### config.mk
export PLATFORM = sky130hd
export DESIGN_NAME = net_inject_adapter_flat
export DESIGN_NICKNAME = d
export VERILOG_FILES = /design/src/rtl/net_inject_adapter_if.sv /design/src/rtl/net_inject_adapter.sv /design/src/flat_wrapper.sv
export SDC_FILE = /design/constraint.sdc
export NUM_CORES = 1
export LEC_CHECK = 0
export ABC_AREA = 1
export CORE_MARGIN = 4
export CORE_UTILIZATION = 45
export DETAILED_ROUTE_END_ITERATION = 8
export HOLD_SLACK_MARGIN = 0.05
export PLACE_DENSITY = 0.82
export SYNTH_ARGS = -nofsm -noshare
export SYNTH_HDL_FRONTEND = slang
export SYNTH_SLANG_ARGS = --single-unit
### constraint.sdc
create_clock -name clk -period 3.5 [get_ports clk]
set_clock_uncertainty 0.05 [all_clocks]
set_input_delay 0.7 -clock clk [delete_from_list [all_inputs] [get_ports clk]]
set_output_delay 0.7 -clock clk [all_outputs]
set_load 0.02 [all_outputs]
### src/rtl/net_inject_adapter_if.sv
// Request side and both ring-injection ports of the net inject adapter.
// The slave modport is the adapter itself.
interface net_inject_adapter_if #(
  parameter int p_payload_nbits = 32,
  parameter int p_opaque_nbits  = 3,
  parameter int p_srcdest_nbits = 3
);
  localparam int m = p_payload_nbits + p_opaque_nbits + 2 * p_srcdest_nbits;

  logic                       req_val;
  logic                       req_rdy;
  logic                       req_domain;
  logic [p_srcdest_nbits-1:0] req_dest;
  logic [p_payload_nbits-1:0] req_payload;

  logic                       out_val_d0;
  logic                       out_rdy_d0;
  logic [m-1:0]               out_msg_d0;
  logic                       out_val_d1;
  logic                       out_rdy_d1;
  logic [m-1:0]               out_msg_d1;

  logic [7:0]                 err_count;

  modport master (
    output req_val, req_domain, req_dest, req_payload, out_rdy_d0, out_rdy_d1,
    input  req_rdy, out_val_d0, out_msg_d0, out_val_d1, out_msg_d1, err_count
  );

  modport slave (
    input  req_val, req_domain, req_dest, req_payload, out_rdy_d0, out_rdy_d1,
    output req_rdy, out_val_d0, out_msg_d0, out_val_d1, out_msg_d1, err_count
  );
endinterface

### src/rtl/net_inject_adapter.sv
// Formats requests into ring messages and queues them in one 2-entry FIFO per
// security domain; out-of-range destinations are dropped and counted.
module net_inject_adapter #(
  parameter int p_payload_nbits = 32,
  parameter int p_opaque_nbits  = 3,
  parameter int p_srcdest_nbits = 3,
  parameter int p_router_id     = 0,
  parameter int p_num_routers   = 8
) (
  input logic               clk,
  input logic               reset,
  net_inject_adapter_if.slave ifc
);
  localparam int m = p_payload_nbits + p_opaque_nbits + 2 * p_srcdest_nbits;
  localparam logic [p_srcdest_nbits-1:0] c_src = p_srcdest_nbits'(p_router_id);

  logic [1:0]   full;
  logic [1:0]   out_val;
  logic [1:0]   out_rdy;
  logic [m-1:0] head [2];
  logic         dest_ok;
  logic         req_fire;
  logic         accept;
  logic         reject;
  logic [7:0]   err_count_reg;

  // Ready looks only at the addressed domain, so the two domains never stall each other.
  assign ifc.req_rdy = !full[ifc.req_domain];
  assign dest_ok     = 32'(ifc.req_dest) < p_num_routers;
  assign req_fire    = ifc.req_val && ifc.req_rdy;
  assign accept      = req_fire && dest_ok;
  assign reject      = req_fire && !dest_ok;

  assign out_rdy[0]     = ifc.out_rdy_d0;
  assign out_rdy[1]     = ifc.out_rdy_d1;
  assign ifc.out_val_d0 = out_val[0];
  assign ifc.out_val_d1 = out_val[1];
  assign ifc.out_msg_d0 = head[0];
  assign ifc.out_msg_d1 = head[1];
  assign ifc.err_count  = err_count_reg;

  for (genvar gi = 0; gi < 2; gi++) begin : g_dom
    logic [m-1:0]                mem_reg [2];
    logic                        wr_ptr_reg;
    logic                        rd_ptr_reg;
    logic [1:0]                  count_reg;
    logic [p_opaque_nbits-1:0]   opaque_reg;
    logic                        enq;
    logic                        deq;

    assign enq         = accept && (ifc.req_domain == 1'(gi));
    assign deq         = out_val[gi] && out_rdy[gi];
    assign full[gi]    = (count_reg == 2'd2);
    assign out_val[gi] = (count_reg != 2'd0);
    assign head[gi]    = mem_reg[rd_ptr_reg];

    always_ff @(posedge clk) begin
      if (enq) begin
        mem_reg[wr_ptr_reg] <= {ifc.req_dest, c_src, opaque_reg, ifc.req_payload};
      end
    end

    always_ff @(posedge clk) begin
      if (!reset) begin
        wr_ptr_reg <= 1'b0;
        rd_ptr_reg <= 1'b0;
        count_reg  <= 2'd0;
        opaque_reg <= '0;
      end else begin
        if (enq) begin
          wr_ptr_reg <= ~wr_ptr_reg;
          opaque_reg <= opaque_reg + p_opaque_nbits'(1);
        end
        if (deq) begin
          rd_ptr_reg <= ~rd_ptr_reg;
        end
        count_reg <= count_reg + {1'b0, enq} - {1'b0, deq};
      end
    end
  end

  always_ff @(posedge clk) begin
    if (!reset) begin
      err_count_reg <= 8'd0;
    end else if (reject && (err_count_reg != 8'hff)) begin
      err_count_reg <= err_count_reg + 8'd1;
    end
  end
endmodule

### src/flat_wrapper.sv
// flat-port wrapper written by rule: the top's interface ports become plain ports
module net_inject_adapter_flat 
#(
  parameter int p_payload_nbits = 32,
  parameter int p_opaque_nbits  = 3,
  parameter int p_srcdest_nbits = 3,
  parameter int p_router_id     = 0,
  parameter int p_num_routers   = 8
)
  (clk, reset, ifc_req_val, ifc_req_domain, ifc_req_dest, ifc_req_payload, ifc_out_rdy_d0, ifc_out_rdy_d1, ifc_req_rdy, ifc_out_val_d0, ifc_out_msg_d0, ifc_out_val_d1, ifc_out_msg_d1, ifc_err_count);
  net_inject_adapter_if #(.p_payload_nbits(p_payload_nbits), .p_opaque_nbits(p_opaque_nbits), .p_srcdest_nbits(p_srcdest_nbits)) ifc_i ();
  input logic clk;
  input logic reset;
  input wire logic [$bits(ifc_i.req_val)-1:0] ifc_req_val;
  input wire logic [$bits(ifc_i.req_domain)-1:0] ifc_req_domain;
  input wire logic [$bits(ifc_i.req_dest)-1:0] ifc_req_dest;
  input wire logic [$bits(ifc_i.req_payload)-1:0] ifc_req_payload;
  input wire logic [$bits(ifc_i.out_rdy_d0)-1:0] ifc_out_rdy_d0;
  input wire logic [$bits(ifc_i.out_rdy_d1)-1:0] ifc_out_rdy_d1;
  output wire logic [$bits(ifc_i.req_rdy)-1:0] ifc_req_rdy;
  output wire logic [$bits(ifc_i.out_val_d0)-1:0] ifc_out_val_d0;
  output wire logic [$bits(ifc_i.out_msg_d0)-1:0] ifc_out_msg_d0;
  output wire logic [$bits(ifc_i.out_val_d1)-1:0] ifc_out_val_d1;
  output wire logic [$bits(ifc_i.out_msg_d1)-1:0] ifc_out_msg_d1;
  output wire logic [$bits(ifc_i.err_count)-1:0] ifc_err_count;
  assign ifc_i.req_val = ifc_req_val;
  assign ifc_i.req_domain = ifc_req_domain;
  assign ifc_i.req_dest = ifc_req_dest;
  assign ifc_i.req_payload = ifc_req_payload;
  assign ifc_i.out_rdy_d0 = ifc_out_rdy_d0;
  assign ifc_i.out_rdy_d1 = ifc_out_rdy_d1;
  assign ifc_req_rdy = ifc_i.req_rdy;
  assign ifc_out_val_d0 = ifc_i.out_val_d0;
  assign ifc_out_msg_d0 = ifc_i.out_msg_d0;
  assign ifc_out_val_d1 = ifc_i.out_val_d1;
  assign ifc_out_msg_d1 = ifc_i.out_msg_d1;
  assign ifc_err_count = ifc_i.err_count;
  net_inject_adapter #(.p_payload_nbits(p_payload_nbits), .p_opaque_nbits(p_opaque_nbits), .p_srcdest_nbits(p_srcdest_nbits), .p_router_id(p_router_id), .p_num_routers(p_num_routers)) u_core (.clk(clk), .reset(reset), .ifc(ifc_i));
endmodule
==> out/metrics.yaml <==
run_status:
  status: "finished clean"
synth:
  syn_area_per_cell_sq_um: 18.35
  netlist_area_sq_um: 6367
  postSynthCellCount: 347
  yosysSeqAreaShare_pct: 76.71
  ys_warn_count: 0
  synth_cell_type_count: 23
  ys_ff_latch: 168
cells_and_area:
  drive_gt1_share_pct: 24.80
  area_growth_pct: 31.77
  multi_input_area_sq_um: 1303
  layout_commonest_cell: "edfxtp_1"
  final-seq-area_sq_um: 4887
  finish.net_count: 530
  largest_reg_flops: 152
  most-common-layout-cells: "152 x edfxtp_1, 119 x clkdlybuf4s50_1, 73 x mux2_2, 17 x inv_1, 17 x clkbuf_16"
  n_antenna_cell: 0
  fillCellCount: 1004
timing:
  fin_ws_ps: 502.2
  timing.fmax_mhz: 333.6
  slew_violations: 0
  finalHoldViolCount: 0
  tightest_slew_ps: 582.5
  finalCritPeriodShare_pct: 85.65
  setup_violations: 0
  fin_crit_ps: 2998
  slew-limit-headroom_pct: 61.07
  grt_setup_unrepaired: "false"
  fin_tns_setup_ps: 0
clock_tree:
  post_cts_buffers: 0
  h-tree-depth: 4
  clock_path_buffers: 2
  cts_root_buf: "clkbuf_16"
  cts_tree: "done"
  postCtsHoldBufs: 0
  cts_made_buffers: 17
  cts_sinks: 168
  clkTransAtPathRegs_ps: 70
  cts_resized: 0
  clock_latency_ps: 420
route:
  avgRoutedWirePerCell_microns: 17.18
  drcViolationCount: 0
  drt_wl_total_microns: 11620
  dr.pass1.iters: 4
  drt_iter0_drc: 187
  num_vias: 3228
  viasPerCell: 4.775
  antenna_left: 0
grt:
  antenna_found_initial: 0
  grt_max_degree: 39
  grt_use_total_pct: 14.74
  grt_overflow: 0
  grt_pass1_vias: 3441
  grt_pass1_wl_microns: 18040
floorplan:
  initial_core_util_pct: 45.87
  core_area_sq_um: 13880
  ios: 134
  num_rows: 43
  die_x_microns: 127.0
  dieArea_sq_um: 16120
  dieHeight_microns: 127.0
setup_path:
  crit_type: "flop to output pin"
  cp-start-kind: "flop"
  cp_max_fo: 17
  worstPathArrival_ps: 2250
  critPathRequiredTime_ps: 2750
  endpoint_kind: "output pin"
flow_run:
  maxCapViolations: 0
place:
  numPortBuffers: 119
  hpwl_microns: 7826
  place_ws_ps: 635.2
  gp_congestion: 0.7768
min_path:
  hp-class: "flop to flop"
pwr:
  p_per_area_nw_per_um2: 693.2
  vdd_drop_max_mv: 0.3363
  p_leak_uw: 0.002913
-- power breakdown --
group          internal (uW)  switching (uW)
logic                    705             744
registers               2370            77.5
clock network           1140             774
total                   4220            1600
-- worst max-delay path: stages (launching register included) --
cell and delay, ps:
dfxtp_2 620, buf_4 290, mux2_2 370, clkdlybuf4s50_1 550
-- layout make-up --
cell class                      count  share of cell area (%)
Tap cell                          180                   2.684
Timing Repair Buffer              127                   15.36
Clock inverter                     14                   2.222
Multi-Input combinational cell    150                   15.52
Clock buffer                       18                   5.115
Sequential cell                   168                   58.25
Inverter                           19                  0.8500
-- worst paths after layout --
path	slack, ps	from	cells after the start	to
worst max-delay path	500	flop	3	ifc_out_msg_d1[38]
worst max register to register	1590	u_core.g_dom[1].count_reg[0]	5	u_core.g_dom[1].mem_reg[1][0]
worst min-delay path	400	u_core.g_dom[1].rd_ptr_reg	1	flop
worst min register to register	400	u_core.g_dom[1].rd_ptr_reg	1	flop
-- per-stage QoR --
step / util, % / std cells / hold slack [ps] / power [uW] / instance area (sq um)
after floorplan: - / 360 / 375.5 / 3346 / 6416
final: 60.45 / 676 / 403.9 / 5817 / 8391
after global routing: 60.45 / 676 / 414.6 / 6042 / 8391
after CTS: 60.45 / 676 / 397.0 / 5866 / 8391
after global placement: 56.01 / 644 / 385.5 / 3922 / 7775
after detailed placement: 56.01 / 644 / 385.8 / 3957 / 7775
-- cell usage after synthesis, drive strengths merged --
master / n / area [sq um]
nand4: 1 / 21.27
nand2: 16 / 62.56
a21oi: 9 / 45.04
nand3: 2 / 27.53
dfxtp: 16 / 320.3
inv: 19 / 71.32
ha: 6 / 75.07
o21a: 2 / 15.01
nor2: 13 / 48.80
edfxtp: 152 / 4564
conb: 1 / 3.750
o21ai: 7 / 35.03
xor2: 1 / 8.760
buf: 23 / 187.7
mux2: 76 / 855.8
o21bai: 1 / 7.510
xnor2: 2 / 17.52
-- logic make-up after synthesis --
family | synth area share (%)
multiplexers | 13.44
flip-flops | 76.71
adder cells (fa/ha/maj) | 1.179
buffers and inverters | 4.067
other | 0.05889
AND/OR/NAND/NOR | 2.515
AO/OA/AOI/OAI | 1.611
XOR/XNOR | 0.4127
-- layer usage --
metal	share of wire, %	track usage, %	up-vias
met1	42	17.16	1583
met2	52	26.21	89
met3	4.9	4.463	15
met5	0	0	-
li1	-	-	1541
met4	1.2	4.479	0
Power figures use the tool's default switching activity.
